File: config.mk
export PLATFORM = sky130hd
export DESIGN_NAME = fp_alu_dispatcher
export DESIGN_NICKNAME = d
export VERILOG_FILES = /design/src/rtl/fp_alu_pkg.sv /design/src/rtl/fp_cmd_fifo.sv /design/src/rtl/fp_alu_dispatcher.sv
export SDC_FILE = /design/constraint.sdc
export NUM_CORES = 1
export LEC_CHECK = 0
export BUFFER_PORTS_ARGS = -buffer_cell sky130_fd_sc_hd__buf_2
export CORE_MARGIN = 2
export CORE_UTILIZATION = 30
export CTS_BUF_LIST = sky130_fd_sc_hd__clkbuf_8
export DETAILED_ROUTE_END_ITERATION = 7
export GPL_TIMING_DRIVEN = 0
export PLACE_DENSITY_LB_ADDON = 0.05
export SYNTH_ARGS = -nofsm -noshare
export SYNTH_HDL_FRONTEND = slang
export SYNTH_SLANG_ARGS = --single-unit
File: constraint.sdc
create_clock -name clk -period 8 [get_ports clk]
set_clock_uncertainty 0.05 [all_clocks]
set_input_delay 1.2 -clock clk [delete_from_list [all_inputs] [get_ports clk]]
set_output_delay 1.2 -clock clk [all_outputs]
set_load 0.005 [all_outputs]
File: src/rtl/fp_alu_pkg.sv
// Shared definitions for the fp_alu command front-end: opcodes, canned NaN, FSM states, FIFO entry layout.
// Entry layout in the command FIFO is {tag, op, b, a}; the body struct covers {op, b, a}.
package fp_alu_pkg;

    localparam logic [2:0]  OP_ADD = 3'b000;
    localparam logic [2:0]  OP_SUB = 3'b001;
    localparam logic [2:0]  OP_MUL = 3'b010;
    localparam logic [2:0]  OP_DIV = 3'b011;

    localparam logic [31:0] QNAN = 32'h7FC0_0000;

    typedef enum logic [1:0] {
        S_IDLE    = 2'd0,
        S_START   = 2'd1,
        S_WAIT    = 2'd2,
        S_CAPTURE = 2'd3
    } disp_state_t;

    typedef struct packed {
        logic [2:0]  op;
        logic [31:0] b;
        logic [31:0] a;
    } cmd_body_t;

    localparam int CMD_BODY_W = $bits(cmd_body_t);

    // The core only implements opcodes with bit 2 clear.
    function automatic logic op_supported(input logic [2:0] op);
        return !op[2];
    endfunction

endpackage

File: src/rtl/fp_cmd_fifo.sv
// Synchronous FIFO, registered storage; head entry is visible the cycle after its push (no bypass).
// Push is ignored when full and pop is ignored when empty, so callers may gate with full/empty or not.
module fp_cmd_fifo #(
    parameter int DEPTH = 4,
    parameter int WIDTH = 8
) (
    input  logic                    clk,
    input  logic                    reset,
    input  logic                    push_i,
    input  logic [WIDTH-1:0]        push_dat_i,
    input  logic                    pop_i,
    output logic [WIDTH-1:0]        head_dat_o,
    output logic                    full_o,
    output logic                    empty_o,
    output logic [$clog2(DEPTH):0]  count_o
);

    localparam int AW = $clog2(DEPTH);

    logic [WIDTH-1:0] mem_q [DEPTH];
    logic [AW-1:0]    wr_ptr_q;
    logic [AW-1:0]    rd_ptr_q;
    logic [AW:0]      count_q;
    logic [AW:0]      count_d;
    logic             do_push;
    logic             do_pop;

    assign full_o     = (count_q == (AW+1)'(DEPTH));
    assign empty_o    = (count_q == '0);
    assign do_push    = push_i && !full_o;
    assign do_pop     = pop_i && !empty_o;
    assign head_dat_o = mem_q[rd_ptr_q];
    assign count_o    = count_q;

    always_comb begin
        count_d = count_q;
        if (do_push && !do_pop) begin
            count_d = count_q + (AW+1)'(1);
        end else if (!do_push && do_pop) begin
            count_d = count_q - (AW+1)'(1);
        end
    end

    always_ff @(posedge clk) begin
        if (reset) begin
            wr_ptr_q <= '0;
            rd_ptr_q <= '0;
            count_q  <= '0;
            for (int i = 0; i < DEPTH; i++) begin
                mem_q[i] <= '0;
            end
        end else begin
            if (do_push) begin
                mem_q[wr_ptr_q] <= push_dat_i;
                wr_ptr_q        <= wr_ptr_q + AW'(1);
            end
            if (do_pop) begin
                rd_ptr_q <= rd_ptr_q + AW'(1);
            end
            count_q <= count_d;
        end
    end

endmodule

File: src/rtl/fp_alu_dispatcher.sv
// Queues tagged FP commands and sequences the fp_alu start/ready handshake; 9-cycle accept-to-response with an idle core.
// Pops only when the core is ready and the response register can take a result; rsp_ready low stalls capture.
module fp_alu_dispatcher
    import fp_alu_pkg::*;
#(
    parameter int DEPTH = 4,
    parameter int TAG_W = 4
) (
    input  logic                     clk,
    input  logic                     reset,
    input  logic                     cmd_valid,
    output logic                     cmd_ready,
    input  logic [31:0]              cmd_a,
    input  logic [31:0]              cmd_b,
    input  logic [2:0]               cmd_op,
    input  logic [TAG_W-1:0]         cmd_tag,
    output logic                     alu_start,
    output logic [31:0]              alu_operand_a,
    output logic [31:0]              alu_operand_b,
    output logic [2:0]               alu_opcode,
    input  logic [31:0]              alu_result,
    input  logic                     alu_invalid,
    input  logic                     alu_ready,
    output logic                     rsp_valid,
    input  logic                     rsp_ready,
    output logic [31:0]              rsp_result,
    output logic                     rsp_invalid,
    output logic [TAG_W-1:0]         rsp_tag,
    output logic                     busy,
    output logic [$clog2(DEPTH):0]   fifo_count
);

    localparam int ENTRY_W = TAG_W + CMD_BODY_W;

    cmd_body_t          push_body;
    cmd_body_t          head_body;
    logic [ENTRY_W-1:0] push_entry;
    logic [ENTRY_W-1:0] head_entry;
    logic [TAG_W-1:0]   head_tag;
    logic               fifo_full;
    logic               fifo_empty;
    logic               pop;
    logic               rsp_free;

    disp_state_t        state_q;
    logic               start_q;
    logic [31:0]        opa_q;
    logic [31:0]        opb_q;
    logic [2:0]         op_q;
    logic [TAG_W-1:0]   tag_q;
    logic               rsp_valid_q;
    logic [31:0]        rsp_result_q;
    logic               rsp_invalid_q;
    logic [TAG_W-1:0]   rsp_tag_q;

    always_comb begin
        push_body    = '0;
        push_body.op = cmd_op;
        push_body.b  = cmd_b;
        push_body.a  = cmd_a;
    end

    assign push_entry = {cmd_tag, push_body};
    assign head_body  = cmd_body_t'(head_entry[CMD_BODY_W-1:0]);
    assign head_tag   = head_entry[ENTRY_W-1:CMD_BODY_W];

    // The response register is free if empty or draining this cycle.
    assign rsp_free = !rsp_valid_q || rsp_ready;
    assign pop      = (state_q == S_IDLE) && !fifo_empty && alu_ready && rsp_free;

    fp_cmd_fifo #(
        .DEPTH (DEPTH),
        .WIDTH (ENTRY_W)
    ) u_fifo (
        .clk        (clk),
        .reset      (reset),
        .push_i     (cmd_valid && cmd_ready),
        .push_dat_i (push_entry),
        .pop_i      (pop),
        .head_dat_o (head_entry),
        .full_o     (fifo_full),
        .empty_o    (fifo_empty),
        .count_o    (fifo_count)
    );

    always_ff @(posedge clk) begin
        if (reset) begin
            state_q       <= S_IDLE;
            start_q       <= 1'b0;
            opa_q         <= '0;
            opb_q         <= '0;
            op_q          <= '0;
            tag_q         <= '0;
            rsp_valid_q   <= 1'b0;
            rsp_result_q  <= '0;
            rsp_invalid_q <= 1'b0;
            rsp_tag_q     <= '0;
        end else begin
            if (rsp_valid_q && rsp_ready) begin
                rsp_valid_q <= 1'b0;
            end
            case (state_q)
                S_IDLE: begin
                    if (pop) begin
                        if (!op_supported(head_body.op)) begin
                            rsp_valid_q   <= 1'b1;
                            rsp_result_q  <= QNAN;
                            rsp_invalid_q <= 1'b1;
                            rsp_tag_q     <= head_tag;
                        end else begin
                            opa_q   <= head_body.a;
                            opb_q   <= head_body.b;
                            op_q    <= head_body.op;
                            tag_q   <= head_tag;
                            start_q <= 1'b1;
                            state_q <= S_START;
                        end
                    end
                end
                S_START: begin
                    start_q <= 1'b0;
                    state_q <= S_WAIT;
                end
                S_WAIT: begin
                    if (alu_ready) begin
                        state_q <= S_CAPTURE;
                    end
                end
                S_CAPTURE: begin
                    // Operands stay on the bus until here; the core holds its result while we stall.
                    if (rsp_free) begin
                        rsp_valid_q   <= 1'b1;
                        rsp_result_q  <= alu_result;
                        rsp_invalid_q <= alu_invalid;
                        rsp_tag_q     <= tag_q;
                        state_q       <= S_IDLE;
                    end
                end
                default: begin
                    state_q <= S_IDLE;
                end
            endcase
        end
    end

    assign cmd_ready     = !fifo_full;
    assign alu_start     = start_q;
    assign alu_operand_a = opa_q;
    assign alu_operand_b = opb_q;
    assign alu_opcode    = op_q;
    assign rsp_valid     = rsp_valid_q;
    assign rsp_result    = rsp_result_q;
    assign rsp_invalid   = rsp_invalid_q;
    assign rsp_tag       = rsp_tag_q;
    assign busy          = (state_q != S_IDLE) || !fifo_empty;

endmodule

==> impl_metrics.tcl <==
set metrics [dict create \
    end_kind "register" \
    postSynthAreaPerCell_um2 13.4 \
    cts_resized 0 \
    core_um2 56100 \
    fin_crit_sh_pct 39.2 \
    r2r_start "u_fifo.count_o[0]$_SDFFE_PP0P_" \
    yosys.area_share.xor_xnor_pct 0.311 \
    total_power_mw 6.02 \
    first_pass_iters 5 \
    grt_use_total_pct 18.1 \
    post-dp-hpwl_um 35100 \
    fin_crit_ps 3140 \
    cap_violations 0 \
    wl_met1_um 24200 \
    r2r-end "u_fifo.mem_q[3][49]$_DFFE_PP_" \
    die_h_um 241 \
    wl_per_cell_um 21.9 \
    slew_violations 0 \
    cts_tree "built" \
    io_buffers 217 \
    synth_top_family_by_area "simple AND/OR/NAND/NOR gates" \
    synth-edff-count 284 \
    yosysWarnings 0 \
    setup_viol 0 \
    netlist_instances 1263 \
    crit_end "u_fifo.mem_q[3][49]$_DFFE_PP_" \
    synth_area_um2 16900 \
    grt_pass1_wl_um 76600 \
    ys_types 45 \
    gp_congestion 0.778 \
    p_per_area_nw_per_um2 290 \
    fp-row-count 87 \
    first_iter_violations 713 \
    antenna_found_initial 12 \
    tightest_slew_ps 1240 \
    via_per_inst 4.69 \
    outcome "finished, final reports clean" \
    reg2regPathDepth 6 \
    final_nets 1688 \
    clk_path_buf_depth 3 \
    hold_viol_final 0 \
    synth_compound_area_share_pct 5.17 \
    rsz0062_at_grt "false" \
    cts.clk_slew.worst_paths_ps 60 \
    peakVddDrop_mv 0.108 \
    synth_ff_type "edfxtp_1" \
    die-area_um2 58300 \
    slew_headroom_pct 17.2 \
    initial_utilization_pct 30.2 \
    synth_nets 1379 \
    worstHoldPathType "register to register" \
    layout-drive-gt1-share_pct 27.0 \
    yosys.area_share.simple_pct 15.8 \
    cp.required_ps 8440 \
    syn_to_final_growth_pct 22.7 \
    met2_wirelength_um 24700 \
    critPathMaxFanout 10 \
    wl_um 52400 \
    cts-root-buf "clkbuf_8" \
    synth_fa_ha_area_share_pct 0.562 \
    hold_slack_ps 400 \
    layout_common_cells "284 x edfxtp_1, 227 x buf_2, 152 x nand2_1" \
    cts_sinks 404 \
    ys_seq_area_share_pct 64.6 \
    critPathArrivalTime_ps 3580 \
    drcViolationCount 0 \
    max_freq_mhz 319 \
    ctsHoldBuffers 0 \
    grt_pass1_vias 11500 \
    p_leak_nw 8.43 \
    top_layer "met5" \
    final_common_cell "edfxtp_1" \
    path_class "register to register" \
    vias 11200 \
    grt_start_max_net_pins 40 \
    synth_mux_area_share_pct 9.78 \
    synthArstFlopShare_pct 0 \
    critPathLaunch "u_fifo.count_o[0]$_SDFFE_PP0P_" \
    ant_nets 0 \
    clkLatencyLatePin_ps 640 \
    post_cts_buffers 0 \
    io_pins 220 \
    r2r_slack_ps 4860 \
    ys_ff_latch 404 \
    cts_htree_levels 3 \
    die_w_um 241 \
    startpoint_type "register" \
    overflow 0 \
    wl_met3_um 2370 \
    cts_buffers 76 \
]
==> critical path, cell delays in order, from the launching register on <==
cell and delay [ps]:
dfxtp_1 470, or3b_1 250, nand2_1 240, nor2_1 600, clkbuf_1 650, clkbuf_1 520
and2_1 210
==> per-stage QoR <==
step                worst slack, ps  cell area [um2]  util [%]  std cells  TNS [ps]
floorplan                       769            16900         -       1263         0
finish                         4860            20800      37.0       2393         0
global route                   4620            20700      37.0       2391         0
CTS                            4810            20700      37.0       2386         0
detailed placement             4220            19300      34.4       2250         0
global placement              -4680            18900      33.8       2236   -956910
==> worst min-delay path by stage <==
stage,cells after the start,from,to
2_1_floorplan,2,tag_q[0]$_SDFFE_PP0P_,tag_q[0]$_SDFFE_PP0P_
3_3_place_gp,2,tag_q[1]$_SDFFE_PP0P_,tag_q[1]$_SDFFE_PP0P_
3_5_place_dp,2,alu_operand_b[4]$_SDFFE_PP0P_,alu_operand_b[4]$_SDFFE_PP0P_
4_1_cts,2,alu_operand_b[4]$_SDFFE_PP0P_,alu_operand_b[4]$_SDFFE_PP0P_
5_1_grt,2,alu_operand_b[26]$_SDFFE_PP0P_,alu_operand_b[26]$_SDFFE_PP0P_
6_report,2,alu_operand_b[22]$_SDFFE_PP0P_,alu_operand_b[22]$_SDFFE_PP0P_
==> cells by family (layout without fill, tap and decap cells) <==
group,after synthesis,count (layout)
simple gates,494,494
flops,404,404
compound gates,152,152
buf+inv,123,490
mux,76,76
fa+ha+maj,7,7
xor+xnor,6,6
other cells,1,8
==> report_power, final <==
| group | leakage [nW] | switching [mW] | internal (mW) | total [mW] |
|---|---|---|---|---|
| Combinational | 3.64 | 0.842 | 0.614 | 1.46 |
| Sequential | 3.93 | 0.102 | 2.53 | 2.63 |
| Clock | 0.854 | 0.889 | 1.04 | 1.93 |
| Total | 8.43 | 1.83 | 4.19 | 6.02 |
==> registers in the layout, summed over array words and instances, names as in the netlist, 2 cells and up, named ones only <==
name             count
tag_q                4
state_q              2
alu_operand_a       32
u_fifo.rd_ptr_q      2
u_fifo.mem_q       284
u_fifo.wr_ptr_q      2
alu_operand_b       32
rsp_tag              4
alu_opcode           2
u_fifo.count_o       3
rsp_result          32
==> cell usage after synthesis (2+ instances only) <==
cell type | instances | area share (%)
o21ai_0 | 15 | 0.44
and3_1 | 143 | 5.3
xor2_1 | 5 | 0.26
nand3_1 | 22 | 0.65
nand4_1 | 7 | 0.26
o211ai_1 | 17 | 0.75
nor2b_1 | 4 | 0.15
buf_6 | 19 | 1.3
o311a_1 | 2 | 0.12
o31ai_1 | 11 | 0.49
mux2_2 | 4 | 0.27
a31oi_1 | 10 | 0.37
clkbuf_1 | 73 | 1.6
or3_1 | 2 | 0.074
a211oi_1 | 2 | 0.089
ha_1 | 6 | 0.44
nand2_1 | 152 | 3.4
edfxtp_1 | 284 | 50
nor3_1 | 2 | 0.059
inv_1 | 17 | 0.38
and2_1 | 142 | 5.3
mux4_2 | 71 | 9.5
buf_2 | 10 | 0.30
nor2_1 | 11 | 0.24
dfxtp_1 | 120 | 14
buf_1 | 3 | 0.067
a21oi_1 | 91 | 2.7
==> per-layer routing <==
metal	up-vias	GRT usage [%]
li1	5286	-
met1	5584	24.5
met2	246	29.1
met3	88	3.74
met4	10	5.95
met5	-	0
==> area by class of cell <==
type	count	area [um2]
antenna	7	17.5
buffer	106	557
clock buffer	93	1280
clock inverter	43	169
fill	5594	35300
inverter	17	63.8
multi-input combinational	736	5410
sequential	404	10900
tap	756	946
timing repair buffer	231	1380
No activity file was read; power rests on OpenSTA's default activity.
